**src/rtl/mem_defs.sv**
```systemverilog
// Shared store-path definitions: MIPS store opcodes and lane math.
// Imported by store_align and store_buffer.
package mem_defs;

  localparam logic [5:0] OP_SB = 6'b101000;
  localparam logic [5:0] OP_SH = 6'b101001;
  localparam logic [5:0] OP_SW = 6'b101011;

  function automatic int lanes_of(input int dw);
    return dw / 8;
  endfunction

  function automatic int offs_of(input int dw);
    return $clog2(dw / 8);
  endfunction

  // Store entry for the default 32-bit address / 32-bit data build.
  typedef struct packed {
    logic [31:0] addr;
    logic [3:0]  we;
    logic [31:0] data;
  } st_entry_t;

endpackage

```
**src/rtl/store_align.sv**
```systemverilog
// Store decoder: byte enables, lane-replicated data and AdES detect.
// Purely combinational, parametrised by memory data width.
module store_align
  import mem_defs::*;
#(
  parameter  int DATA_W = 32,
  localparam int LANES  = lanes_of(DATA_W),
  localparam int OW     = offs_of(DATA_W)
) (
  input  logic [5:0]        op_i,
  input  logic [OW-1:0]     off_i,
  input  logic [31:0]       wdata_i,
  output logic [LANES-1:0]  we_o,
  output logic [DATA_W-1:0] data_o,
  output logic              legal_o,
  output logic              ades_o
);

  // Decode opcode, check alignment, shift enables into place
  always_comb begin
    we_o    = '0;
    data_o  = '0;
    legal_o = 1'b0;
    ades_o  = 1'b0;
    unique case (1'b1)
      (op_i == OP_SB): begin
        legal_o = 1'b1;
        we_o    = LANES'(1) << off_i;
        data_o  = {LANES{wdata_i[7:0]}};
      end
      (op_i == OP_SH): begin
        if (off_i[0]) begin
          ades_o = 1'b1;
        end else begin
          legal_o = 1'b1;
          we_o    = LANES'(3) << off_i;
          data_o  = {(LANES/2){wdata_i[15:0]}};
        end
      end
      (op_i == OP_SW): begin
        if (off_i[1:0] != 2'b00) begin
          ades_o = 1'b1;
        end else begin
          legal_o = 1'b1;
          we_o    = LANES'(15) << off_i;
          data_o  = {(LANES/4){wdata_i}};
        end
      end
      default: ;
    endcase
  end

endmodule

```
**src/rtl/store_buffer.sv**
```systemverilog
// Store FIFO between MEM stage and data memory, with load hazard check.
// Optional STORE_BUF_MERGE_EN merges same-word stores into the tail.
module store_buffer
  import mem_defs::*;
#(
  parameter  int DATA_W = 32,
  parameter  int ADDR_W = 32,
  parameter  int DEPTH  = 4,
  localparam int LANES  = lanes_of(DATA_W),
  localparam int OW     = offs_of(DATA_W),
  localparam int PW     = $clog2(DEPTH),
  localparam int CW     = PW + 1
) (
  input  logic              clk,
  input  logic              resetn,
  input  logic              st_valid,
  output logic              st_ready,
  input  logic [5:0]        st_op,
  input  logic [ADDR_W-1:0] st_addr,
  input  logic [31:0]       st_wdata,
  output logic              ades,
  output logic [ADDR_W-1:0] badvaddr,
  output logic              mem_req,
  output logic [ADDR_W-1:0] mem_addr,
  output logic [LANES-1:0]  mem_we,
  output logic [DATA_W-1:0] mem_wdata,
  input  logic              mem_ack,
  input  logic [ADDR_W-1:0] ld_addr,
  output logic              ld_hazard,
  output logic              sb_empty,
  output logic [CW-1:0]     sb_count
);

  typedef struct packed {
    logic [ADDR_W-1:0] addr;
    logic [LANES-1:0]  we;
    logic [DATA_W-1:0] data;
  } entry_t;

  localparam logic [ADDR_W-1:0] WMASK =
    {{(ADDR_W-OW){1'b1}}, {OW{1'b0}}};

  entry_t            ent_q [DEPTH];
  logic [DEPTH-1:0]  vld_q;
  logic [PW-1:0]     head_q, head_d;
  logic [PW-1:0]     tail_q, tail_d;
  logic [CW-1:0]     count_q, count_d;

  logic [LANES-1:0]  a_we;
  logic [DATA_W-1:0] a_data;
  logic              a_legal, a_ades;
  logic [ADDR_W-1:0] st_al, ld_al;
  logic              req_ok, full;
  logic              merge_hit, push, pop;

  store_align #(.DATA_W(DATA_W)) u_align (
    .op_i    (st_op),
    .off_i   (st_addr[OW-1:0]),
    .wdata_i (st_wdata),
    .we_o    (a_we),
    .data_o  (a_data),
    .legal_o (a_legal),
    .ades_o  (a_ades)
  );

  assign st_al  = st_addr & WMASK;
  assign ld_al  = ld_addr & WMASK;
  assign req_ok = st_valid & a_legal;
  assign full   = (count_q == CW'(DEPTH));

`ifdef STORE_BUF_MERGE_EN
  logic [PW-1:0]     last;
  logic [DATA_W-1:0] merge_data;

  // Tail-most entry; never the head once two or more are held
  assign last      = tail_q - 1'b1;
  assign merge_hit = req_ok && (count_q >= CW'(2)) &&
                     (ent_q[last].addr == st_al);

  // New bytes overwrite only their own lanes of the tail entry
  always_comb begin
    merge_data = ent_q[last].data;
    for (int l = 0; l < LANES; l++) begin
      if (a_we[l]) merge_data[8*l +: 8] = a_data[8*l +: 8];
    end
  end
`else
  assign merge_hit = 1'b0;
`endif

  assign st_ready = ~full | merge_hit;
  assign push     = req_ok & ~full & ~merge_hit;
  assign mem_req  = (count_q != '0);
  assign pop      = mem_req & mem_ack;

  assign ades     = st_valid & a_ades;
  assign badvaddr = ades ? st_addr : '0;

  assign mem_addr  = ent_q[head_q].addr;
  assign mem_we    = mem_req ? ent_q[head_q].we : '0;
  assign mem_wdata = ent_q[head_q].data;
  assign sb_empty  = ~mem_req;
  assign sb_count  = count_q;

  // Pointer and occupancy next state
  always_comb begin
    head_d  = pop  ? head_q + 1'b1 : head_q;
    tail_d  = push ? tail_q + 1'b1 : tail_q;
    count_d = count_q;
    unique case ({push, pop})
      2'b10:   count_d = count_q + 1'b1;
      2'b01:   count_d = count_q - 1'b1;
      default: ;
    endcase
  end

  // Same aligned word held in any entry or arriving now
  always_comb begin
    ld_hazard = req_ok && (st_al == ld_al);
    for (int i = 0; i < DEPTH; i++) begin
      if (vld_q[i] && (ent_q[i].addr == ld_al)) ld_hazard = 1'b1;
    end
  end

  // FIFO storage, valid bits and pointers
  always_ff @(posedge clk or negedge resetn) begin
    if (!resetn) begin
      head_q  <= '0;
      tail_q  <= '0;
      count_q <= '0;
      vld_q   <= '0;
      for (int i = 0; i < DEPTH; i++) ent_q[i] <= '0;
    end else begin
      head_q  <= head_d;
      tail_q  <= tail_d;
      count_q <= count_d;
      if (push) begin
        ent_q[tail_q] <= '{addr: st_al, we: a_we, data: a_data};
        vld_q[tail_q] <= 1'b1;
      end
`ifdef STORE_BUF_MERGE_EN
      if (merge_hit) begin
        ent_q[last].we   <= ent_q[last].we | a_we;
        ent_q[last].data <= merge_data;
      end
`endif
      if (pop) vld_q[head_q] <= 1'b0;
    end
  end

endmodule

```
**config.mk**
```make
export PLATFORM = sky130hd
export DESIGN_NAME = store_buffer
export DESIGN_NICKNAME = d
export VERILOG_FILES = /design/src/rtl/mem_defs.sv /design/src/rtl/store_align.sv /design/src/rtl/store_buffer.sv
export SDC_FILE = /design/constraint.sdc
export NUM_CORES = 1
export LEC_CHECK = 0
export ABC_AREA = 1
export ABC_CLOCK_PERIOD_IN_PS = 3600
export CELL_PAD_IN_SITES_DETAIL_PLACEMENT = 0
export CELL_PAD_IN_SITES_GLOBAL_PLACEMENT = 1
export CORE_ASPECT_RATIO = 0.5
export CORE_MARGIN = 4
export CORE_UTILIZATION = 50
export CTS_CLUSTER_DIAMETER = 80
export CTS_CLUSTER_SIZE = 40
export DETAILED_ROUTE_END_ITERATION = 16
export DONT_BUFFER_PORTS = 1
export PLACE_DENSITY = 0.9
export SLEW_MARGIN = 10
export SYNTH_ARGS = -nofsm -noshare
export SYNTH_HDL_FRONTEND = slang
export SYNTH_SLANG_ARGS = --single-unit
```
**constraint.sdc**
```tcl
create_clock -name clk -period 3.6 [get_ports clk]
set_clock_uncertainty 0.2 [all_clocks]
set_input_delay 0.9 -clock clk [delete_from_list [all_inputs] [get_ports clk]]
set_output_delay 0.9 -clock clk [all_outputs]
set_load 0.005 [all_outputs]
```
; ---- Yosys cells after proc, flatten, opt, wreduce, memory -nomap -nowiden
; Cells that the tools add are included.
[totals]
reg_bits = 283
latchBits = 0
ram_bits = 0
rom_bits = 0
out_inout_bits = 108
word_cells = 94
n_memories = 0
[classes]
add_sub_neg = 4
mul = 0
div = 0
magnitude_cmp = 7
n_eq_ne = 11
shifts = 3
mux = 31
bitwise = 11
reduce_logical = 11
[op_table]
columns = cell, count
row1 = $bwmux W272, 1
row2 = $mux W68, 3
row3 = $bmux W68 S2, 1
row4 = $demux W68 S2, 1
row5 = $eq A32 B32 Y1, 4
row6 = $mux W32, 3
row7 = $pmux W32 S3, 1
row8 = $eq A30 B30 Y1, 1
row9 = $mux W4, 5
row10 = $eq A6 B6 Y1 const B, 3
row11 = $pmux W4 S3, 1
row12 = $mux W1, 10
row13 = $logic_and A1 B1 Y1, 8
row14 = $ge A3 B3 Y1 const B, 2
row15 = $lt A2 B3 Y1 const B, 2
row16 = $not A2 Y3, 2
row17 = $pmux W3 S2, 1
row18 = $add A2 B1 Y2 const B, 2
row19 = $and A1 B1 Y1, 4
row20 = $and A4 B4 Y4, 1
row21 = $demux W1 S2, 2
row22 = $ge A2 B1 Y1 const B, 2
row23 = $not A4 Y4, 1
row24 = $or A4 B4 Y4, 1
row25 = 14 further kinds, 16

; ---- Depth between registers and ports, before layout
[logic_depth]
ltp_word = 9
depth_mapped = 12
depth_no_buf = 12

; ---- Hierarchy
; Synthesis repeated with hierarchy kept, for this count alone.
[hier_totals]
hier_cells = 2209
area_unflattened_um2 = 15796.4
[by_module_without_submodules]
columns = mod, instances, cells_per_inst, area_each_um2, seq_area_each_um2
row1 = store_buffer, 1, 1988, 14691.6, 6881.6
row2 = store_align, 1, 221, 1104.8, 0.0

; ---- Worst setup path after synthesis
; OpenSTA, ideal clock, no wires.
[synth_path]
path_kind = input to output
start = input port st_op[4]
end = output port badvaddr[10]
t_arrival_ps = 2047
required_ps = 2500
setup_slack_ps = 453
path_stages = 8
path_buffers = 1
path_cell_list = inv_1 -> nand2_1 -> nor2_2 -> inv_1 -> nor4_1 -> inv_1 -> clkbuf_1 -> nor2_1
[synth_via]
elab_chain_len = 4
word_cells_on_any_way = 5
[synth_lines]
columns = item, line_no
row1 = start: declaration, store_buffer.sv:18  ; input logic [5:0] st_op,
row2 = "$eq A6 B6 Y1, on equally long branches", "store_align.sv:40, store_align.sv:31"
row3 = $pmux W1 S2 (*), store_align.sv:25  ; unique case (1'b1)
row4 = $and A1 B1 Y1 (*), store_buffer.sv:96  ; assign ades = st_valid & a_ades;
row5 = via ades, store_buffer.sv:21  ; output logic ades,
row6 = $mux W32 (*), store_buffer.sv:97  ; assign badvaddr = ades ? st_addr : '0;
row7 = end: declaration, store_buffer.sv:22  ; output logic [ADDR_W-1:0] badvaddr,
; The timed path passes the listed nets; every way through them passes the cells marked *.

; ---- Worst setup path in the final report
[layout_path]
start = register head_q[0]
end = output port mem_wdata[28]
[layout_via]
elab_chain_len = 4
[layout_lines]
columns = item, line_no
row1 = start: declaration, store_buffer.sv:45  ; logic [PW-1:0] head_q, head_d;
row2 = start signal: assignment, store_buffer.sv:128  ; head_q <= '0;
row3 = start signal: assignment, store_buffer.sv:134  ; head_q <= head_d;
row4 = $not A2 Y3 (not written as such), store_buffer.sv:101  ; assign mem_wdata = ent_q[head_q].data;
row5 = $bmux W68 S2, store_buffer.sv:101
row6 = $mux W68 (not written as such) (2 in a row), store_buffer.sv:101
row7 = end: declaration, store_buffer.sv:26  ; output logic [DATA_W-1:0] mem_wdata,
; Every way passes these cells. The select of a mux whose other input is x is not followed.

==> impl_metrics.toml <==
[layout]
fin_util_pct = 54.1
syn_to_final_growth_pct = 5.12
n_antenna_cell = 0
regArea_mm2 = 0.00689
num-fill-cells = 3001
layout.nets = 2210
instances_no_fill = 2488
postLayoutCellArea_mm2 = 0.0159
multi_input_area_mm2 = 0.00701
drive_gt1_share_pct = 3.67

[timing]
final_hold_viol_count = 152
rsz0062_at_grt = "false"
fin_ws_ns = 0.366
final.setup.tns_ns = 0
setup_viol = 0
fmax_mhz = 309
slew_headroom_pct = 49.4
report.final.slew_viol_count = 0
worst_slew_pin_slew_ns = 0.759
fin_crit_sh_pct = 89.8
layout_min_cycle_time_ns = 3.23
hold_ws_ns = -0.125

[floorplan]
io-pin-count = 214
die_x_um = 254
core_area_mm2 = 0.0293
initial_core_util_pct = 51.4
fp.dieH_um = 131
dieArea_mm2 = 0.0332
rows = 44

[clocking]
cts_setup_buffers = 0
clock_sinks = 275
cts_resized = 0
path_clk_slew_ns = 0.14
numCtsBuffers = 11
h-tree-depth = 1
cts_root_buffer = "clkbuf_16"
clk_latency_ns = 0.51
clockBufferDepth = 3
cts_tree = "done"

[run]
maxCapViolations = 0

[power]
p_total_mw = 8.45
ir_drop_mv = 0.422
leakage_nw = 7.65
power.density_mw_per_mm2 = 532

[yosys]
synth-xor-area-share_pct = 1.39
synth_simple_gate_area_share_pct = 27.0
synth_mux_area_share_pct = 0
synth_top_family_by_area = "simple AND/OR/NAND/NOR gates"
ys_seq_area_share_pct = 45.6
ys_types = 32
synth_cells = 2145
syn_avg_cell_area_um2 = 7.04
netlist_area_mm2 = 0.0151
yosysWarnings = 0
synth_fa_ha_area_share_pct = 0.879
synth-compound-area-share_pct = 17.1
ys_seq_elements = 275

[global_route]
grt_usage_pct = 28.8
grt_pass1_vias = 12600
gr-total-overflow = 0
grt_pass1_wl_um = 74600
antenna_found_initial = 1
grt_max_degree = 276

[routing]
wl_per_cell_um = 19.3
route.met2.wl_um = 22000
via_per_inst = 5.54
dr.pass1.iters = 6
wl_met1_um = 21000
antenna_left = 0
drt_iter0_drc = 1192
vias = 13800
top_layer_used = "met5"
dr_wl_met3_um = 3780
totalWireLength_um = 48000
route.detailed.drc = 0

[setup_path]
cp-start-kind = "flop"
setup.worst_path.end_class = "output port"
arrival_ns = 2.13
cp.required_ns = 2.50
path_max_fanout = 38
worstSetupPathType = "flop to output port"
rr_worst_depth = 10

[place]
post-dp-hpwl_um = 33500
portBuffers = 0
dp_slack_ns = 0.370
place_area_mm2 = 0.0155
gp_congestion = 0.898
placed_cells = 2472

[status]
run_status = "finished, violations left"
violations = "negative hold slack"

[hold_path]
hold_path_class = "input pin to asynchronous set/reset pin"
synthesized netlist by cell type:
| master | n | area, um^2 |
|---|---|---|
| a21oi_1 | 84 | 420 |
| a21oi_4 | 1 | 16.3 |
| nand2_1 | 765 | 2870 |
| buf_6 | 12 | 135 |
| xor2_1 | 12 | 105 |
| nor2_1 | 227 | 852 |
| buf_4 | 6 | 45.0 |
| nand3b_1 | 1 | 7.51 |
| nor2_2 | 1 | 6.26 |
| buf_2 | 4 | 20.0 |
| buf_1 | 8 | 30.0 |
| o21ai_2 | 1 | 8.76 |
| ha_1 | 9 | 113 |
| inv_1 | 173 | 649 |
| o22ai_1 | 35 | 219 |
| o21ai_1 | 40 | 200 |
| clkbuf_1 | 80 | 300 |
| nand3_4 | 4 | 70.1 |
| a21boi_0 | 6 | 45.0 |
| conb_1 | 1 | 3.75 |
| nand3_2 | 2 | 20.0 |
| nor3_1 | 3 | 15.0 |
| clkinv_1 | 1 | 3.75 |
| dfrtp_1 | 275 | 6880 |
| xnor2_1 | 12 | 105 |
| inv_2 | 5 | 18.8 |
| nand4_1 | 12 | 75.1 |
| o21ai_0 | 327 | 1640 |
| nor4_1 | 1 | 6.26 |
| nand3_1 | 31 | 155 |
| o211ai_1 | 5 | 37.5 |
| fa_1 | 1 | 20.0 |
critical path, stage by stage (launching register included):
cell and delay [ns]:
dfrtp_4 0.52, inv_4 0.26, buf_12 0.25, buf_4 0.22, o21ai_0 0.08, o22ai_1 0.25
final cells by class:
class	count	area share [%]
multi-input cells	1582	44.2
well taps	391	3.08
flip-flops and latches	275	43.4
clock buffers	12	1.76
clock inverters	4	0.315
inverters	179	4.25
repair buffers	45	3.00
placed cells by master, fill, tap and decap left out, types with 31 or more instances in the layout:
cell | synthesis | routed
o22ai_1 | 35 | 35
o21ai_0 | 327 | 327
nor2_1 | 227 | 227
nand2_1 | 765 | 765
nand3_1 | 31 | 31
o21ai_1 | 40 | 40
dfrtp_1 | 275 | 274
buf_4 | 6 | 34
inv_1 | 173 | 172
a21oi_1 | 84 | 84
per-layer routing:
metal | GRT usage (%) | vias up
met5 | 0 | -
met4 | 6.19 | 2
met3 | 5.32 | 62
met2 | 46.7 | 518
met1 | 41.1 | 6492
li1 | - | 6706
logic make-up after synthesis:
| group | count (synthesis) |
|---|---|
| compound gates | 499 |
| other cells | 1 |
| fa+ha+maj | 10 |
| simple gates | 1047 |
| xor+xnor | 24 |
| flops | 275 |
| buf+inv | 289 |
flip-flops by register name, indices dropped and copies added, names as in the netlist:
signal	cells
tail_q	2
ent_q	264
head_q	2
sb_count	3
vld_q	4
power by group:
part	internal (mW)	switching, mW
Sequential	3.35	0.274
Combinational	1.05	2.14
Clock	0.602	1.03
path summary, 6_finish.rpt:
check | start | to | slack, ns
worst min register to register | ent_q[171]$_DFFE_PN0P_ | ent_q[171]$_DFFE_PN0P_ | 0.29
worst max-delay path | head_q[0]$_DFFE_PN0P_ | mem_wdata[28] | 0.37
min in group clk | ent_q[171]$_DFFE_PN0P_ | ent_q[171]$_DFFE_PN0P_ | 0.29
worst max register to register | sb_count[0]$_DFFE_PN0P_ | sb_count[2]$_DFFE_PN0P_ | 1.29
worst min-delay path | resetn | ent_q[213]$_DFFE_PN0P_ | -0.13
max in group asynchronous | resetn | head_q[0]$_DFFE_PN0P_ | 2.61
No activity file was read; power rests on OpenSTA's default activity.
